**config.mk**
```make
export PLATFORM = sky130hd
export DESIGN_NAME = uart_rx_oversample
export DESIGN_NICKNAME = d
export VERILOG_FILES = /design/src/rtl/uart_rx_oversample.sv
export SDC_FILE = /design/constraint.sdc
export NUM_CORES = 1
export LEC_CHECK = 0
export BUFFER_PORTS_ARGS = -buffer_cell sky130_fd_sc_hd__buf_2
export CAP_MARGIN = 20
export CELL_PAD_IN_SITES_DETAIL_PLACEMENT = 1
export CELL_PAD_IN_SITES_GLOBAL_PLACEMENT = 2
export CORE_MARGIN = 5
export CORE_UTILIZATION = 40
export CTS_CLUSTER_DIAMETER = 150
export DETAILED_ROUTE_END_ITERATION = 8
export PLACE_DENSITY_LB_ADDON = 0.05
export RECOVER_POWER = 25
export SYNTH_ARGS = -nofsm -noshare
export SYNTH_HDL_FRONTEND = slang
export SYNTH_SLANG_ARGS = --single-unit
```
**constraint.sdc**
```tcl
create_clock -name clk -period 5.3 [get_ports clk]
set_input_delay 1.06 -clock clk [delete_from_list [all_inputs] [get_ports clk]]
set_output_delay 1.06 -clock clk [all_outputs]
set_load 0.1 [all_outputs]
```
**src/rtl/uart_rx_oversample.sv**
```systemverilog
// UART receiver (8N1) with an oversampled bit clock.
// The line is synchronised, then a tick divider and a sample counter that are
// re-aligned on every start edge place three votes around each bit centre.
// Good frames update dout_rx with a one-clk done_rx. A low stop bit gives a
// one-clk frame_err, after which the line must stay high for a full bit
// before the next start edge is accepted.
module uart_rx_oversample #(
    parameter int clk_freq   = 1000000,
    parameter int baud       = 9600,
    parameter int oversample = 16
) (
    input  logic       clk,
    input  logic       rst_n,
    input  logic       rx,
    output logic [7:0] dout_rx,
    output logic       done_rx,
    output logic       frame_err,
    output logic       busy
);

    localparam int DIV_RAW = clk_freq / (baud * oversample);
    localparam int DIV     = (DIV_RAW < 1) ? 1 : DIV_RAW;
    localparam int DW      = (DIV > 1) ? $clog2(DIV) : 1;
    localparam int SW      = $clog2(oversample);
    localparam int M       = oversample / 2;

    typedef enum logic [2:0] {
        IDLE      = 3'd0,
        START     = 3'd1,
        DATA      = 3'd2,
        STOP      = 3'd3,
        WAIT_IDLE = 3'd4
    } state_t;

    state_t        state_q, state_d;
    logic          rx_meta_q, rx_s_q, rx_prev_q;
    logic [DW-1:0] div_q, div_d;
    logic [SW-1:0] smp_q, smp_d;
    logic [2:0]    bit_q, bit_d;
    logic [7:0]    shift_q, shift_d;
    logic          v0_q, v0_d, v1_q, v1_d;
    logic [7:0]    dout_q, dout_d;
    logic          done_q, done_d;
    logic          ferr_q, ferr_d;

    logic tick, wrap, mid, maj, restart;

    // Vote from the two stored samples plus the live sample at tick M+1.
    assign tick = (div_q == DW'(DIV - 1));
    assign wrap = tick && (smp_q == SW'(oversample - 1));
    assign mid  = tick && (smp_q == SW'(M + 1));
    assign maj  = (v0_q & v1_q) | (v0_q & rx_s_q) | (v1_q & rx_s_q);

    // Two-flop synchroniser plus one delayed copy for falling-edge detection.
    always_ff @(posedge clk or negedge rst_n) begin
        if (!rst_n) begin
            rx_meta_q <= 1'b1;
            rx_s_q    <= 1'b1;
            rx_prev_q <= 1'b1;
        end else begin
            rx_meta_q <= rx;
            rx_s_q    <= rx_meta_q;
            rx_prev_q <= rx_s_q;
        end
    end

    // State and datapath registers.
    always_ff @(posedge clk or negedge rst_n) begin
        if (!rst_n) begin
            state_q <= IDLE;
            div_q   <= '0;
            smp_q   <= '0;
            bit_q   <= '0;
            shift_q <= '0;
            v0_q    <= 1'b1;
            v1_q    <= 1'b1;
            dout_q  <= 8'h00;
            done_q  <= 1'b0;
            ferr_q  <= 1'b0;
        end else begin
            state_q <= state_d;
            div_q   <= div_d;
            smp_q   <= smp_d;
            bit_q   <= bit_d;
            shift_q <= shift_d;
            v0_q    <= v0_d;
            v1_q    <= v1_d;
            dout_q  <= dout_d;
            done_q  <= done_d;
            ferr_q  <= ferr_d;
        end
    end

    // Next-state logic: timing counters, vote capture and frame sequencing.
    always_comb begin
        state_d = state_q;
        div_d   = tick ? '0 : div_q + DW'(1);
        smp_d   = smp_q;
        bit_d   = bit_q;
        shift_d = shift_q;
        v0_d    = v0_q;
        v1_d    = v1_q;
        dout_d  = dout_q;
        done_d  = 1'b0;
        ferr_d  = 1'b0;
        restart = 1'b0;

        if (tick) begin
            smp_d = wrap ? '0 : smp_q + SW'(1);
            if (smp_q == SW'(M - 1)) v0_d = rx_s_q;
            if (smp_q == SW'(M))     v1_d = rx_s_q;
        end

        case (state_q)
            IDLE: begin
                if (!rx_s_q && rx_prev_q) begin
                    state_d = START;
                    restart = 1'b1;
                end
            end
            START: begin
                if (mid && maj) begin
                    state_d = IDLE;
                end else if (wrap) begin
                    state_d = DATA;
                    bit_d   = 3'd0;
                end
            end
            DATA: begin
                if (mid) shift_d = {maj, shift_q[7:1]};
                if (wrap) begin
                    if (bit_q == 3'd7) state_d = STOP;
                    else               bit_d   = bit_q + 3'd1;
                end
            end
            STOP: begin
                if (mid) begin
                    if (maj) begin
                        dout_d  = shift_q;
                        done_d  = 1'b1;
                        state_d = IDLE;
                    end else begin
                        ferr_d  = 1'b1;
                        state_d = WAIT_IDLE;
                        restart = 1'b1;
                    end
                end
            end
            WAIT_IDLE: begin
                // Any low sample restarts the full-bit high qualification.
                if (!rx_s_q)   restart = 1'b1;
                else if (wrap) state_d = IDLE;
            end
            default: state_d = IDLE;
        endcase

        if (restart) begin
            div_d = '0;
            smp_d = '0;
        end
    end

    assign dout_rx   = dout_q;
    assign done_rx   = done_q;
    assign frame_err = ferr_q;
    assign busy      = (state_q != IDLE);

endmodule

```
==> metrics.txt <==
# TYPE chip_impl_metric gauge
chip_impl_info{name="synthDominantAreaCellType",value="sky130_fd_sc_hd__dfrtp_1"} 1
chip_impl_metric{name="syn-num-nets",unit=""} 141
chip_impl_info{name="worstSetupEndpointType",value="primary output"} 1
chip_impl_metric{name="die_y",unit="um"} 74.31
chip_impl_metric{name="cts_sinks",unit=""} 36
chip_impl_metric{name="cts_setup_buffers",unit=""} 0
chip_impl_metric{name="synth-seq-cells",unit=""} 36
chip_impl_metric{name="finalWorstPathRequiredPeriod",unit="ns"} 2.482
chip_impl_metric{name="clk_pin_slew",unit="ns"} 0.07
chip_impl_metric{name="die_x",unit="um"} 74.31
chip_impl_metric{name="initial_core_util",unit="%"} 41.35
chip_impl_metric{name="num_rows",unit=""} 23
chip_impl_metric{name="clock-skew-final",unit="ns"} 0.004853
chip_impl_metric{name="ctsLongestPathBuffers",unit=""} 2
chip_impl_metric{name="required",unit="ns"} 4.24
chip_impl_metric{name="place_worst_setup_slack",unit="ns"} 3.120
chip_impl_metric{name="io-pin-count",unit=""} 14
chip_impl_metric{name="cts_inserted_buffers",unit=""} 5
chip_impl_info{name="outcome",value="finished, violations left"} 1
chip_impl_metric{name="p_leak",unit="nW"} 0.8918
chip_impl_metric{name="setup_viol",unit=""} 0
chip_impl_metric{name="grt_overflow_total",unit=""} 0
chip_impl_metric{name="syn-instance-count",unit=""} 133
chip_impl_metric{name="drtAntennaViolNets",unit=""} 0
chip_impl_info{name="min_path_type",value="flip-flop to flip-flop"} 1
chip_impl_metric{name="irDropWorstVdd",unit="uV"} 168.8
chip_impl_metric{name="timing.final.hold_violations",unit=""} 0
chip_impl_metric{name="post_drt_wl_per_cell",unit="um"} 14.64
chip_impl_metric{name="number_of_antenna_violations_at_the_first_check_in_global_routing",unit=""} 0
chip_impl_info{name="ctsRootBufferMaster",value="sky130_fd_sc_hd__clkbuf_8"} 1
chip_impl_metric{name="layout-drive-gt1-share",unit="%"} 31.79
chip_impl_info{name="failed_checks",value="max-capacitance violations, max-slew violations"} 1
chip_impl_metric{name="post-route-drc-count",unit=""} 0
chip_impl_metric{name="layout.cell_area.non_filler",unit="um2"} 1824
chip_impl_metric{name="synth_area_per_cell",unit="um2"} 12.44
chip_impl_metric{name="routed_via_density",unit=""} 5.154
chip_impl_info{name="layout.cells.most_common_list",value="sky130_fd_sc_hd__dfrtp_1, sky130_fd_sc_hd__mux2_2, sky130_fd_sc_hd__buf_2"} 1
chip_impl_metric{name="power_density",unit="nW/um2"} 327.9
chip_impl_metric{name="timing.final.ws_setup",unit="ns"} 2.818
chip_impl_metric{name="overall_via_count_from_detail_route",unit=""} 1036
chip_impl_metric{name="fp.dieArea",unit="um2"} 5521
chip_impl_metric{name="cap_viol_max_count",unit=""} 1
chip_impl_metric{name="portBuffers",unit=""} 13
chip_impl_metric{name="syn_area",unit="um2"} 1654
chip_impl_metric{name="timing.final.crit_share",unit="%"} 46.84
chip_impl_metric{name="number_of_warning_messages_in_the_yosys_log",unit=""} 0
chip_impl_metric{name="ys_seq_area_share",unit="%"} 54.84
chip_impl_metric{name="synth.distinct_cells",unit=""} 34
chip_impl_metric{name="cp_data_arrival_time",unit="ns"} 1.42
chip_impl_metric{name="worstPathMaxFanout",unit=""} 11
chip_impl_info{name="cp-start-kind",value="flip-flop"} 1
chip_impl_info{name="rsz0062_at_grt",value="no"} 1
chip_impl_info{name="final_common_cell",value="sky130_fd_sc_hd__dfrtp_1"} 1
chip_impl_metric{name="clock_insertion_delay_at_the_later_pin_of_the_skew_report",unit="ns"} 0.28
chip_impl_metric{name="placed_wire_length_estimate_after_detailed_placement",unit="um"} 2075
chip_impl_metric{name="max_clock_freq",unit="MHz"} 402.8
chip_impl_metric{name="number_of_slew_limit_violations_in_the_final_report",unit=""} 37
chip_impl_metric{name="routed_wl",unit="um"} 2943
chip_impl_info{name="timing.setup.critical_path_class",value="flip-flop to primary output"} 1
chip_impl_info{name="synth_top_cells_by_area",value="sky130_fd_sc_hd__dfrtp_1, sky130_fd_sc_hd__mux2_2, sky130_fd_sc_hd__dfstp_2, sky130_fd_sc_hd__ha_1, sky130_fd_sc_hd__a21oi_1"} 1
chip_impl_metric{name="num_antenna_cells",unit=""} 0
chip_impl_metric{name="cts_hold_buffers",unit=""} 0
chip_impl_metric{name="area_growth",unit="%"} 10.29
chip_impl_metric{name="worstMarginPinSlew",unit="ns"} 1.888
chip_impl_metric{name="nets",unit=""} 159
chip_impl_metric{name="track_usage",unit="%"} 12.58
chip_impl_metric{name="drt-pass1-iter-count",unit=""} 2
chip_impl_metric{name="pin_count_of_the_biggest_net_entering_global_routing",unit=""} 37
chip_impl_metric{name="first_global_vias",unit=""} 1121
chip_impl_metric{name="design_power_total",unit="mW"} 0.5982
chip_impl_metric{name="gp_congestion",unit=""} 0.7030
chip_impl_metric{name="netlist.area_leader.share",unit="%"} 46.90
chip_impl_metric{name="htreeDepth",unit=""} 2
chip_impl_metric{name="grt_pass1_wl",unit="um"} 5244
chip_impl_metric{name="timing.slew.headroom",unit="%"} -25.85
chip_impl_metric{name="dpl_cell_area",unit="um2"} 1769
chip_impl_metric{name="drt_iter0_drc",unit=""} 46
chip_impl_metric{name="setup_total_negative_slack",unit="ns"} 0
chip_impl_info{name="cts_tree",value="built"} 1
chip_impl_metric{name="cts_repair_resize_count",unit=""} 0
chip_impl_metric{name="core-area",unit="um2"} 4000
## final timing paths
check                      startpoint          to  slack [ns]  cells after the start
setup / recovery           state_q[1]        busy        2.82                      2
hold / removal              rx_meta_q      rx_s_q        0.36                      0
setup reg to reg             div_q[1]    bit_q[0]        3.28                      4
hold reg to reg             rx_meta_q      rx_s_q        0.36                      0
max in group asynchronous       rst_n  shift_q[7]        2.92                      1
min in group asynchronous       rst_n    div_q[1]        1.30                      1
## Yosys cell counts
cell and count:
sky130_fd_sc_hd__nor4_4 1, sky130_fd_sc_hd__maj3_2 1, sky130_fd_sc_hd__buf_4 1, sky130_fd_sc_hd__a211oi_1 1, sky130_fd_sc_hd__o311ai_1 1, sky130_fd_sc_hd__a21bo_1 1, sky130_fd_sc_hd__or4_1 1, sky130_fd_sc_hd__dfstp_2 5
sky130_fd_sc_hd__nand2_2 2, sky130_fd_sc_hd__a21oi_1 10, sky130_fd_sc_hd__nor3_2 1, sky130_fd_sc_hd__nand4b_4 1, sky130_fd_sc_hd__nor3_1 2, sky130_fd_sc_hd__nor2_1 8, sky130_fd_sc_hd__mux2i_1 2, sky130_fd_sc_hd__nor2b_1 1
sky130_fd_sc_hd__inv_1 6, sky130_fd_sc_hd__nand2_1 9, sky130_fd_sc_hd__buf_2 1, sky130_fd_sc_hd__xor2_1 1, sky130_fd_sc_hd__nor3b_1 3, sky130_fd_sc_hd__nand2b_1 2, sky130_fd_sc_hd__mux2_2 21, sky130_fd_sc_hd__or3b_2 1
sky130_fd_sc_hd__o21bai_1 2, sky130_fd_sc_hd__and3b_1 1, sky130_fd_sc_hd__nor4_1 1, sky130_fd_sc_hd__a31o_2 1, sky130_fd_sc_hd__ha_1 5, sky130_fd_sc_hd__nand3b_1 3, sky130_fd_sc_hd__or3b_1 1, sky130_fd_sc_hd__or3_1 2
sky130_fd_sc_hd__dfrtp_1 31, sky130_fd_sc_hd__o21ai_0 3
## worst max-delay path, cell delays in order (launching register included)
cell,delay (ns)
sky130_fd_sc_hd__dfrtp_1,0.48
sky130_fd_sc_hd__or3_1,0.37
sky130_fd_sc_hd__buf_2,0.30
## cell families (layout without fill, tap and decap cells)
group / after synthesis / count (layout) / share of synthesized area [%]
buffers and inverters: 8 / 26 / 2.118
AOI/OAI and AO/OA: 19 / 19 / 6.959
DFF: 36 / 36 / 54.84
and+or+nand+nor: 40 / 40 / 15.58
xor gates and xnor gates: 1 / 1 / 0.5296
muxes: 23 / 23 / 15.51
adders and majority gates: 6 / 6 / 4.463
## power by group
part | total [mW] | internal, mW | switching [mW]
Sequential | 0.330 | 0.300 | 0.0295
Combinational | 0.0910 | 0.0402 | 0.0508
Clock | 0.177 | 0.0892 | 0.0880
## per-layer routing
layer	wire, um	track usage, %
met1	1427	16.87
met2	1372	19.19
met3	115	4.324
met4	27	4.150
met5	0	0
## metrics by stage
| stage | hold WS (ns) | std cells | util [%] |
|---|---|---|---|
| floorplan | 0.3452 | 133 | - |
| global placement | 0.3471 | 194 | 44.23 |
| detailed placement | 0.3493 | 194 | 44.23 |
| CTS | 0.3592 | 201 | 46.17 |
| global route | 0.3708 | 201 | 45.61 |
| finish | 0.3640 | 201 | 45.61 |
## sequential cells by signal, summed over array words and instances, names as in the netlist
register	flops
shift_q	8
smp_q	4
dout_rx	8
v0_q	1
done_rx	1
rx_s_q	1
bit_q	3
v1_q	1
frame_err	1
state_q	3
rx_meta_q	1
div_q	3
rx_prev_q	1
## layout make-up
| cell class | count | area (um2) |
|---|---|---|
| clock buffers | 6 | 72.57 |
| clock inverters | 1 | 5.005 |
| fillers | 445 | 2176 |
| inverters | 6 | 22.52 |
| multi-input cells | 89 | 690.7 |
| flip-flops and latches | 36 | 907.1 |
| well taps | 50 | 62.56 |
| repair buffers | 13 | 63.81 |
(Power assumes the default switching activity.)
